### src/rtl/msp_pkg.sv
// rtl/msp_pkg.sv - shared MSP v1 framing constants, command IDs and state encoding
package msp_pkg;

  localparam logic [7:0] MSP_SYNC0       = 8'h24;
  localparam logic [7:0] MSP_SYNC1       = 8'h4D;
  localparam logic [7:0] MSP_DIR_TO_FC   = 8'h3C;
  localparam logic [7:0] MSP_DIR_FROM_FC = 8'h3E;
  localparam logic [7:0] MSP_DIR_ERR     = 8'h21;

  localparam logic [7:0] MSP_API_VERSION = 8'h01;
  localparam logic [7:0] MSP_FC_VARIANT  = 8'h02;
  localparam logic [7:0] MSP_IDENT       = 8'h64;
  localparam logic [7:0] MSP_STATUS      = 8'h65;
  localparam logic [7:0] MSP_RAW_IMU     = 8'h66;
  localparam logic [7:0] MSP_RC          = 8'h69;
  localparam logic [7:0] MSP_ATTITUDE    = 8'h6C;
  localparam logic [7:0] MSP_SET_RAW_RC  = 8'hC8;

  typedef enum logic [3:0] {
    S_IDLE   = 4'd0,
    S_DOLLAR = 4'd1,
    S_M      = 4'd2,
    S_DIR    = 4'd3,
    S_LEN    = 4'd4,
    S_CMD    = 4'd5,
    S_DATA   = 4'd6,
    S_CRC    = 4'd7
  } msp_tx_state_e;

  function automatic logic [7:0] msp_xor8(input logic [7:0] acc, input logic [7:0] b);
    return acc ^ b;
  endfunction

endpackage

### src/rtl/msp_tx_if.sv
// rtl/msp_tx_if.sv - response capture and UART byte stream bundle for msp_tx
interface msp_tx_if #(parameter int MAX_PAYLOAD = 16);

  logic [7:0]               rsp_cmd;
  logic [7:0]               rsp_len;
  logic [MAX_PAYLOAD*8-1:0] rsp_payload;
  logic                     rsp_error;
  logic                     rsp_valid;
  logic                     rsp_ready;
  logic [7:0]               tx_data;
  logic                     tx_valid;
  logic                     tx_ready;

  // master: response producer plus UART sink; slave: the transmitter itself
  modport master (
    output rsp_cmd, rsp_len, rsp_payload, rsp_error, rsp_valid, tx_ready,
    input  rsp_ready, tx_data, tx_valid
  );

  modport slave (
    input  rsp_cmd, rsp_len, rsp_payload, rsp_error, rsp_valid, tx_ready,
    output rsp_ready, tx_data, tx_valid
  );

endinterface

### src/rtl/msp_tx.sv
// rtl/msp_tx.sv - MSP v1 response serialiser onto a byte-wide UART TX stream
module msp_tx
  import msp_pkg::*;
#(
  parameter int MAX_PAYLOAD = 16
) (
  input  logic       clk,
  input  logic       rst,
  msp_tx_if.slave    bus,
  output logic       busy,
  output logic [3:0] dbg_state
);

  msp_tx_state_e            state, state_n;
  logic [7:0]               cmd_r, cmd_n;
  logic                     err_r, err_n;
  logic [7:0]               len_r, len_n;
  logic [7:0]               idx, idx_n;
  logic [7:0]               csum, csum_n;
  logic [MAX_PAYLOAD*8-1:0] shift_r, shift_n;
  logic [7:0]               data_r, data_n;
  logic                     valid_r, valid_n;
  logic [7:0]               eff_len;
  logic                     xfer;

  assign eff_len       = (bus.rsp_len > 8'(MAX_PAYLOAD)) ? 8'(MAX_PAYLOAD) : bus.rsp_len;
  assign xfer          = valid_r && bus.tx_ready;
  assign bus.rsp_ready = (state == S_IDLE);
  assign bus.tx_data   = data_r;
  assign bus.tx_valid  = valid_r;
  assign busy          = (state != S_IDLE);

  always_ff @(posedge clk) begin
    if (rst) begin
      state   <= S_IDLE;
      cmd_r   <= '0;
      err_r   <= 1'b0;
      len_r   <= '0;
      idx     <= '0;
      csum    <= '0;
      shift_r <= '0;
      data_r  <= '0;
      valid_r <= 1'b0;
    end else begin
      state   <= state_n;
      cmd_r   <= cmd_n;
      err_r   <= err_n;
      len_r   <= len_n;
      idx     <= idx_n;
      csum    <= csum_n;
      shift_r <= shift_n;
      data_r  <= data_n;
      valid_r <= valid_n;
    end
  end

  always_ff @(posedge clk) begin
    dbg_state <= state;
  end

  // data_n is the byte presented by state_n, so tx_data leaves a flop with no tx_ready path
  always_comb begin
    state_n = state;
    cmd_n   = cmd_r;
    err_n   = err_r;
    len_n   = len_r;
    idx_n   = idx;
    csum_n  = csum;
    shift_n = shift_r;
    data_n  = data_r;
    valid_n = valid_r;
    case (state)
      S_IDLE: begin
        if (bus.rsp_valid) begin
          state_n = S_DOLLAR;
          cmd_n   = bus.rsp_cmd;
          err_n   = bus.rsp_error;
          len_n   = eff_len;
          csum_n  = eff_len;
          shift_n = bus.rsp_payload;
          idx_n   = '0;
          data_n  = MSP_SYNC0;
          valid_n = 1'b1;
        end
      end
      S_DOLLAR: if (xfer) begin
        state_n = S_M;
        data_n  = MSP_SYNC1;
      end
      S_M: if (xfer) begin
        state_n = S_DIR;
        data_n  = err_r ? MSP_DIR_ERR : MSP_DIR_FROM_FC;
      end
      S_DIR: if (xfer) begin
        state_n = S_LEN;
        data_n  = len_r;
      end
      S_LEN: if (xfer) begin
        state_n = S_CMD;
        data_n  = cmd_r;
      end
      S_CMD: if (xfer) begin
        csum_n = msp_xor8(csum, cmd_r);
        idx_n  = '0;
        if (len_r == 8'd0) begin
          state_n = S_CRC;
          data_n  = csum_n;
        end else begin
          state_n = S_DATA;
          data_n  = shift_r[7:0];
        end
      end
      S_DATA: if (xfer) begin
        csum_n  = msp_xor8(csum, shift_r[7:0]);
        shift_n = shift_r >> 8;
        idx_n   = idx + 8'd1;
        if (idx == len_r - 8'd1) begin
          state_n = S_CRC;
          data_n  = csum_n;
        end else begin
          data_n  = shift_n[7:0];
        end
      end
      S_CRC: if (xfer) begin
        state_n = S_IDLE;
        data_n  = '0;
        valid_n = 1'b0;
      end
      default: begin
        state_n = S_IDLE;
        valid_n = 1'b0;
      end
    endcase
  end

endmodule

### src/flat_wrapper.sv
// flat-port wrapper written by rule: the top's interface ports become plain ports
module msp_tx_flat import msp_pkg::*;
#(
  parameter int MAX_PAYLOAD = 16
)
  (clk, rst, busy, dbg_state, bus_rsp_cmd, bus_rsp_len, bus_rsp_payload, bus_rsp_error, bus_rsp_valid, bus_tx_ready, bus_rsp_ready, bus_tx_data, bus_tx_valid);
  msp_tx_if #(.MAX_PAYLOAD(MAX_PAYLOAD)) bus_i ();
  input  logic clk;
  input  logic rst;
  output logic busy;
  output logic [3:0] dbg_state;
  input wire logic [$bits(bus_i.rsp_cmd)-1:0] bus_rsp_cmd;
  input wire logic [$bits(bus_i.rsp_len)-1:0] bus_rsp_len;
  input wire logic [$bits(bus_i.rsp_payload)-1:0] bus_rsp_payload;
  input wire logic [$bits(bus_i.rsp_error)-1:0] bus_rsp_error;
  input wire logic [$bits(bus_i.rsp_valid)-1:0] bus_rsp_valid;
  input wire logic [$bits(bus_i.tx_ready)-1:0] bus_tx_ready;
  output wire logic [$bits(bus_i.rsp_ready)-1:0] bus_rsp_ready;
  output wire logic [$bits(bus_i.tx_data)-1:0] bus_tx_data;
  output wire logic [$bits(bus_i.tx_valid)-1:0] bus_tx_valid;
  assign bus_i.rsp_cmd = bus_rsp_cmd;
  assign bus_i.rsp_len = bus_rsp_len;
  assign bus_i.rsp_payload = bus_rsp_payload;
  assign bus_i.rsp_error = bus_rsp_error;
  assign bus_i.rsp_valid = bus_rsp_valid;
  assign bus_i.tx_ready = bus_tx_ready;
  assign bus_rsp_ready = bus_i.rsp_ready;
  assign bus_tx_data = bus_i.tx_data;
  assign bus_tx_valid = bus_i.tx_valid;
  msp_tx #(.MAX_PAYLOAD(MAX_PAYLOAD)) u_core (.clk(clk), .rst(rst), .bus(bus_i), .busy(busy), .dbg_state(dbg_state));
endmodule
### config.mk
export PLATFORM = sky130hd
export DESIGN_NAME = msp_tx_flat
export DESIGN_NICKNAME = d
export VERILOG_FILES = /design/src/rtl/msp_pkg.sv /design/src/rtl/msp_tx_if.sv /design/src/rtl/msp_tx.sv /design/src/flat_wrapper.sv
export SDC_FILE = /design/constraint.sdc
export NUM_CORES = 1
export LEC_CHECK = 0
export CAP_MARGIN = 30
export CORE_UTILIZATION = 35
export DETAILED_ROUTE_END_ITERATION = 8
export PLACE_DENSITY = 0.68
export SLEW_MARGIN = 20
export SYNTH_ARGS = -nofsm -noshare
export SYNTH_HDL_FRONTEND = slang
export SYNTH_SLANG_ARGS = --single-unit
### constraint.sdc
create_clock -name clk -period 7.7 [get_ports clk]
set_input_delay 1.54 -clock clk [delete_from_list [all_inputs] [get_ports clk]]
set_output_delay 1.54 -clock clk [all_outputs]
set_load 0.05 [all_outputs]
==> flow_summary.yaml, run 1 <==
sta:
  setup-tns-final_ns: 0
  setup_ws_ns: 3.57
  slew_violations: 0
  worst_clock_skew_ns: 0.00727
  rsz0062_at_grt: "no"
  post-route-period-util_pct: 53.7
  hold_violations: 0
  setup_violations: 0
  worst_pin_slew_ns: 1.11
  whs_ns: 0.454
  min_period_ns: 4.13
  slew_headroom_pct: 25.9
  fmax_mhz: 242
yosys:
  synth_ff_type: "dfxtp_1"
  synth_top_area_share_pct: 42.7
  synth_cell_type_count: 58
  ys_seq_area_share_pct: 42.7
  ys_ff_latch: 176
  yosysWarnings: 0
  synthesis.nets: 1218
  syn_inst: 1066
  syn_area_um2: 8260
  synth-async-reset-ratio_pct: 0
  synth_area_leaders: "dfxtp_1 (43%), nand2_1 (13%), a311oi_1 (13%), nor2_1 (7.1%), clkbuf_1 (3.0%)"
  syn_avg_cell_area_um2: 7.74
  post-synth-top-area-cell: "dfxtp_1"
  synth_edf_count: 0
grt:
  grt_pass1_wl_um: 36000
  antenna_found_initial: 0
  grt_pass1_vias: 7030
  grt_max_degree: 249
  track_usage_pct: 18.6
  gr-total-overflow: 0
setup_path:
  worstSetupStartpointType: "register"
  r2r_start: "u_core.state[1]$_SDFFE_PP0P_"
  crit_required_ns: 6.16
  worstSetupPathType: "register to primary output"
  crit_slowest_cell: "clkdlybuf4s50_1"
  critPathCaptureType: "primary output"
  cp_cell_sequence: "nor2_1, nand2_1, inv_1, clkdlybuf4s50_1"
  worstPathMaxFanout: 19
  cp_data_arrival_time_ns: 2.59
  r2r-end: "u_core.shift_r[99]$_SDFFE_PP0P_"
  critPathMaxStageDelay_ns: 0.82
  regToRegSetupSlack_ns: 4.33
  rr_worst_depth: 6
floorplan:
  die_h_um: 156
  io_pins: 164
  fp-row-count: 55
  die_w_um: 156
  coreArea_um2: 22900
  start_util_pct: 36.0
  dieArea_um2: 24200
clocking:
  clk_pin_slew_worst_paths_ns: 0.07
  clock_latency_ns: 0.42
  postCtsHoldBufs: 0
  numCtsBuffers: 17
  cts_tree: "yes"
  cts_setup_buffers: 0
  clockBufferDepth: 2
  cts-htree-levels: 4
  cts_num_sinks: 176
  ctsRootBufferMaster: "clkbuf_16"
  cts.repair.resized: 0
finish:
  final_cell_mix: "nand2_1 (291), dfxtp_1 (176), clkdlybuf4s50_1 (161)"
  syn2layout_area_growth_pct: 28.2
  fin_cells: 1486
  finalInstanceArea_um2: 10600
  seq_area_um2: 3520
  utilization_pct: 46.2
  layout-drive-gt1-share_pct: 4.86
  multi_input_area_um2: 4330
  n_antenna_cell: 0
  filler_cell_count: 2273
  mostFrequentLayoutCell: "nand2_1"
  nets: 1312
hold_path:
  worstHoldStart: "u_core.shift_r[120]$_SDFFE_PP0P_"
  holdPathStages: 2
  hp-class: "register to register"
  min_to: "u_core.shift_r[120]$_SDFFE_PP0P_"
placement:
  dpl_worst_slack_ns: 3.56
  io_buffers: 162
  dp.cells: 1453
  placed_area_um2: 9970
  hpwl_um: 15100
  gp_congestion: 0.856
routing:
  viasPerCell: 5.29
  first_pass_iters: 5
  ant_nets: 0
  wl_per_cell_um: 15.5
  drt-total-wl_um: 23100
  drc: 0
  routed-via-count: 7864
  drt-initial-drc-count: 551
pwr:
  power.leakage_nw: 3.84
  powerDensity_nw_per_um2: 219
  ir_drop_mv: 0.124
  total_power_mw: 2.31
outcome:
  outcome: "finished, final reports clean"
job:
  maxCapViolCount: 0
cell usage after synthesis, types with 2 or more instances:
cell type	number
o41ai_1	2
a21oi_1	43
buf_2	20
clkbuf_1	65
a211o_1	2
a211oi_1	11
xnor2_1	22
a221o_1	2
nand4_1	4
a221oi_1	7
ha_1	3
nand2b_1	3
a311oi_1	121
nand3_1	18
buf_1	9
nor2_1	156
nor4_1	5
o21ai_0	17
xor2_1	14
nor3b_1	5
a222oi_1	4
or4_1	2
o221ai_1	2
dfxtp_1	176
inv_1	8
a22oi_1	4
nand2_1	291
or2_2	2
nor3_1	6
mux2i_1	7
and2_1	8
state kept, by name (all words and copies together) (netlist names):
name and flops:
u_core.shift_r 128, u_core.len_r 8, u_core.state 3, u_core.err_r 1, u_core.bus.tx_data 8, u_core.csum 8, u_core.dbg_state 3, u_core.idx 8
u_core.cmd_r 8, u_core.bus.tx_valid 1
critical path, delay by kind of cell (launching register included):
family                 cells  cell delay [ns]
and+or+nand+nor            2             0.66
buffers and inverters      2             0.99
DFF                        1             0.52
where the power goes:
group	internal, mW	switching (mW)	total (mW)
sequential	1.01	0.0605	1.07
combinational	0.184	0.210	0.393
clock	0.482	0.372	0.854
total	1.67	0.642	2.31
layer usage:
metal	global-route usage, %	routed length, µm
met5	0	0
met1	26.3	10900
met2	28.8	10500
met4	5.14	329
met3	3.56	1320
final cells by class:
cell class                 count  area share, %
multi-input combinational    786           40.9
sequential                   176           33.3
timing repair buffer         171           16.2
clock buffer                  21           4.54
tap                          313           3.70
clock inverter                11          0.993
inverter                       8          0.284
worst max-delay path by stage:
stage | startpoint | slack (ns) | cells after the start | end
finish | u_core.state[1]$_SDFFE_PP0P_ | 3.57 | 4 | bus_rsp_ready
global route | u_core.state[1]$_SDFFE_PP0P_ | 3.45 | 4 | bus_rsp_ready
CTS | u_core.state[1]$_SDFFE_PP0P_ | 3.57 | 4 | bus_rsp_ready
detailed placement | bus_tx_ready | 3.56 | 7 | u_core.shift_r[85]$_SDFFE_PP0P_
global placement | bus_tx_ready | 3.67 | 7 | u_core.shift_r[36]$_SDFFE_PP0P_
floorplan | bus_rsp_valid | 4.31 | 6 | u_core.shift_r[102]$_SDFFE_PP0P_
kinds of logic (layout without fill, tap and decap cells):
logic type | after synthesis | count (layout) | share of synthesized area (%)
other cells | 1 | 1 | 0.0454
buf+inv | 104 | 211 | 5.17
xor+xnor | 36 | 36 | 3.82
compound gates | 229 | 229 | 21.8
flops | 176 | 176 | 42.7
mux | 9 | 9 | 1.17
fa+ha+maj | 3 | 3 | 0.455
simple gates | 508 | 508 | 24.9
(Power assumes the default switching activity.)
==> inputs of run 2 (changes only) <==
--- a/config.mk
+++ b/config.mk
@@ -8,7 +8,7 @@
 export CAP_MARGIN = 30
 export CORE_UTILIZATION = 35
 export DETAILED_ROUTE_END_ITERATION = 8
-export PLACE_DENSITY = 0.68
+export PLACE_DENSITY = 0.7
 export SLEW_MARGIN = 20
 export SYNTH_ARGS = -nofsm -noshare
 export SYNTH_HDL_FRONTEND = slang
==> constraint.sdc (replaced) <==
create_clock -name clk -period 3.6 [get_ports clk]
set_input_delay 0.72 -clock clk [delete_from_list [all_inputs] [get_ports clk]]
set_output_delay 0.72 -clock clk [all_outputs]
set_load 0.05 [all_outputs]
==> flow_summary.yaml, run 2 (same netlist as run 1, synthesis figures left out) <==
clocking:
  cts.repair.resized: 0
  postCtsHoldBufs: 0
  cts_tree: "yes"
  ctsRootBufferMaster: "clkbuf_16"
  clock_latency_ns: 0.43
  cts-htree-levels: 4
  cts_num_sinks: 176
  cts_setup_buffers: 0
  clockBufferDepth: 2
  numCtsBuffers: 17
  clk_pin_slew_worst_paths_ns: 0.07
setup_path:
  crit_required_ns: 2.88
  worstPathMaxFanout: 19
  cp_data_arrival_time_ns: 2.55
  worstSetupPathType: "register to primary output"
  critPathCaptureType: "primary output"
  worstSetupStartpointType: "register"
sta:
  fmax_mhz: 306
  hold_violations: 0
  slew_headroom_pct: 40.6
  setup_ws_ns: 0.334
  setup-tns-final_ns: 0
  rsz0062_at_grt: "no"
  min_period_ns: 3.27
  setup_violations: 0
  worst_clock_skew_ns: 0.0103
  worst_pin_slew_ns: 0.892
  post-route-period-util_pct: 90.7
  slew_violations: 0
routing:
  ant_nets: 0
  first_pass_iters: 7
  drc: 0
  drt-initial-drc-count: 575
  routed-via-count: 7874
  wl_per_cell_um: 15.2
  viasPerCell: 5.27
  drt-total-wl_um: 22700
floorplan:
  die_h_um: 156
  fp-row-count: 55
  start_util_pct: 36.0
  die_w_um: 156
  coreArea_um2: 22900
  dieArea_um2: 24200
  io_pins: 164
placement:
  hpwl_um: 15200
  io_buffers: 162
  placed_area_um2: 10100
  dpl_worst_slack_ns: 0.742
  gp_congestion: 0.890
  dp.cells: 1461
finish:
  final_cell_mix: "nand2_1 (291), dfxtp_1 (176), clkdlybuf4s50_1 (161)"
  nets: 1319
  multi_input_area_um2: 4330
  largest_reg_flops: 128
  top_register: "u_core.shift_r"
  finalInstanceArea_um2: 10700
  mostFrequentLayoutCell: "nand2_1"
  seq_area_um2: 3520
  filler_cell_count: 2220
  syn2layout_area_growth_pct: 29.6
  fin_cells: 1494
  layout-drive-gt1-share_pct: 5.34
pwr:
  power.leakage_nw: 3.90
  powerDensity_nw_per_um2: 475
  ir_drop_mv: 0.247
grt:
  track_usage_pct: 18.9
  antenna_found_initial: 1
  gr-total-overflow: 0
  grt_pass1_vias: 7168
  grt_max_degree: 97
  grt_pass1_wl_um: 36600
job:
  maxCapViolCount: 0
hold_path:
  hp-class: "register to register"
outcome:
  outcome: "finished, final reports clean"
==> run 2: cell count changes in the layout (fill, tap and decap cells not counted), moves of 2 or more <==
cell,before,now
buf_12,1,5
buf_4,8,12
clkbuf_8,4,1
bufinv_16,1,3
clkinv_4,3,1
clkinvlp_4,4,2
inv_6,1,3
inv_8,0,2
==> run 2: cell type report <==
class / instances / area share, %
Antenna cell: 1 / 0.0234
Clock buffer: 19 / 4.14
Clock inverter: 13 / 1.61
Inverter: 8 / 0.281
Multi-Input combinational cell: 786 / 40.5
Sequential cell: 176 / 32.9
Tap cell: 313 / 3.66
Timing Repair Buffer: 178 / 16.8
==> run 2: per-layer routing <==
layer | up-vias | GRT usage (%) | wire length (µm)
li1 | 3946 | - | -
met1 | 3630 | 26.7 | 10800
met2 | 265 | 28.2 | 10000
met3 | 33 | 3.83 | 1400
met4 | 0 | 7.19 | 509
met5 | - | 0 | 0
==> run 2: path summary, 6_finish.rpt <==
path / startpoint / to / slack (ns) / depth (start not counted)
max: u_core.state[1]$_SDFFE_PP0P_ / bus_rsp_ready / 0.33 / 4
min: u_core.shift_r[120]$_SDFFE_PP0P_ / u_core.shift_r[120]$_SDFFE_PP0P_ / 0.46 / 2
min reg2reg: u_core.shift_r[120]$_SDFFE_PP0P_ / u_core.shift_r[120]$_SDFFE_PP0P_ / 0.46 / 2
max reg2reg: u_core.len_r[0]$_SDFFE_PP0P_ / u_core.bus.tx_data[2]$_SDFFE_PP0P_ / 0.75 / 8
==> run 2: stage by stage <==
step	hold WS, ns	utilization [%]	total power, mW
2_1_floorplan	0.329	-	2.84
3_3_place_gp	0.439	44.0	3.15
3_5_place_dp	0.446	44.0	3.17
4_1_cts	0.457	46.7	5.13
5_1_grt	0.472	46.7	5.33
6_report	0.457	46.7	5.08
==> run 2: critical path, stage by stage, from the launching register on <==
cell             delay, ns
dfxtp_1               0.52
nor2_1                0.39
nand2_1               0.22
inv_1                 0.17
clkdlybuf4s50_1       0.82
==> run 2: report_power, final <==
part	internal, mW	leakage (nW)	switching (mW)	total [mW]
clock	1.13	0.298	0.826	1.95
combinational	0.402	2.15	0.448	0.849
sequential	2.15	1.45	0.128	2.28
total	3.68	3.90	1.40	5.08
==> inputs of run 3 (changes only) <==
--- a/config.mk
+++ b/config.mk
@@ -6,6 +6,7 @@
 export NUM_CORES = 1
 export LEC_CHECK = 0
 export CAP_MARGIN = 30
+export CORE_MARGIN = 2
 export CORE_UTILIZATION = 35
 export DETAILED_ROUTE_END_ITERATION = 8
 export PLACE_DENSITY = 0.7
==> flow_summary.yaml, run 3 (same netlist as run 1, synthesis figures left out) <==
setup_path:
  crit_buf_inv: 2
  worstPathMaxFanout: 19
  critPathMaxStageDelay_ns: 0.81
  cp_top_family: "buffers and inverters"
  cp_data_arrival_time_ns: 2.53
  worstSetupPathType: "register to primary output"
  cp_cell_sequence: "nor2_1, nand2_1, inv_1, clkdlybuf4s50_1"
  worstSetupStartpointType: "register"
  critPathCaptureType: "primary output"
  crit_slowest_cell: "clkdlybuf4s50_1"
  crit_required_ns: 2.88
grt:
  track_usage_pct: 18.1
  antenna_found_initial: 1
  grt_pass1_wl_um: 35700
  gr-total-overflow: 0
  grt_pass1_vias: 6957
  grt_max_degree: 156
sta:
  rsz0062_at_grt: "no"
  post-route-period-util_pct: 90.3
  fmax_mhz: 307
  whs_ns: 0.459
  worst_clock_skew_ns: 0.00892
  hold_violations: 0
  setup-tns-final_ns: 0
  slew_violations: 0
  worst_pin_slew_ns: 0.786
  slew_headroom_pct: 47.3
  setup_violations: 0
  min_period_ns: 3.25
clocking:
  cts.repair.resized: 0
  postCtsHoldBufs: 0
  cts_setup_buffers: 0
  clk_pin_slew_worst_paths_ns: 0.07
  clock_latency_ns: 0.43
  clockBufferDepth: 2
  cts_num_sinks: 176
  numCtsBuffers: 17
  cts-htree-levels: 4
  ctsRootBufferMaster: "clkbuf_16"
  cts_tree: "yes"
finish:
  multi_input_area_um2: 4330
  mostFrequentLayoutCell: "nand2_1"
  largest_reg_flops: 128
  utilization_pct: 45.7
  syn2layout_area_growth_pct: 29.1
  filler_cell_count: 2273
  n_antenna_cell: 0
  top_register: "u_core.shift_r"
  seq_area_um2: 3520
  final_cell_mix: "nand2_1 (291), dfxtp_1 (176), clkdlybuf4s50_1 (161)"
  layout-drive-gt1-share_pct: 5.10
  nets: 1315
outcome:
  outcome: "finished, final reports clean"
hold_path:
  hp-class: "register to register"
routing:
  drt-initial-drc-count: 504
  drt-total-wl_um: 22900
  first_pass_iters: 7
  routed-via-count: 7843
  drc: 0
  wl_per_cell_um: 15.3
  ant_nets: 0
  viasPerCell: 5.25
placement:
  io_buffers: 162
  gp_congestion: 0.890
  hpwl_um: 15400
floorplan:
  dieArea_um2: 24800
  start_util_pct: 35.4
  die_w_um: 158
  coreArea_um2: 23300
  fp-row-count: 56
  die_h_um: 158
  io_pins: 164
pwr:
  power.leakage_nw: 3.87
  powerDensity_nw_per_um2: 471
  ir_drop_mv: 0.309
  total_power_mw: 5.02
job:
  maxCapViolCount: 0
## run 3: per-layer routing
metal  wire, µm  track usage [%]  vias up
met1      10200             23.9     3622
met2      10800             29.2      251
met5          0                0        -
li1           -                -     3944
met3       1470             4.38       26
met4        324             5.63        0
## run 3: per-stage QoR
step	cell area, µm²	setup WS, ns	instances
2_1_floorplan	8260	1.03	1066
3_3_place_gp	10000	0.601	1462
3_5_place_dp	10100	0.538	1463
4_1_cts	10700	0.352	1495
5_1_grt	10700	0.283	1495
6_report	10700	0.347	1495
## run 3: final cells by class
type,count,share of cell area (%)
Inverter,8,0.282
Timing Repair Buffer,174,16.6
Clock buffer,19,4.25
Sequential cell,176,33.1
Multi-Input combinational cell,786,40.7
Tap cell,319,3.75
Clock inverter,13,1.42
## run 3: tightest hold or removal path: stages, from the launching register on
cell and delay [ns]:
dfxtp_1 0.31, nand2_1 0.05, a21oi_1 0.05
## run 3: power by group
part           total [mW]  leakage, nW  internal [mW]  switching, mW
registers            2.28         1.45           2.15          0.133
logic               0.836         2.13          0.394          0.442
clock network        1.91        0.289           1.07          0.831
## run 3: final timing paths
check | from | to | slack, ns | cells past startpoint
worst max-delay path | u_core.state[1]$_SDFFE_PP0P_ | bus_rsp_ready | 0.35 | 4
worst min-delay path | u_core.shift_r[122]$_SDFFE_PP0P_ | u_core.shift_r[122]$_SDFFE_PP0P_ | 0.46 | 2
worst max register to register | u_core.state[1]$_SDFFE_PP0P_ | u_core.shift_r[65]$_SDFFE_PP0P_ | 0.71 | 6
worst min register to register | u_core.shift_r[122]$_SDFFE_PP0P_ | u_core.shift_r[122]$_SDFFE_PP0P_ | 0.46 | 2
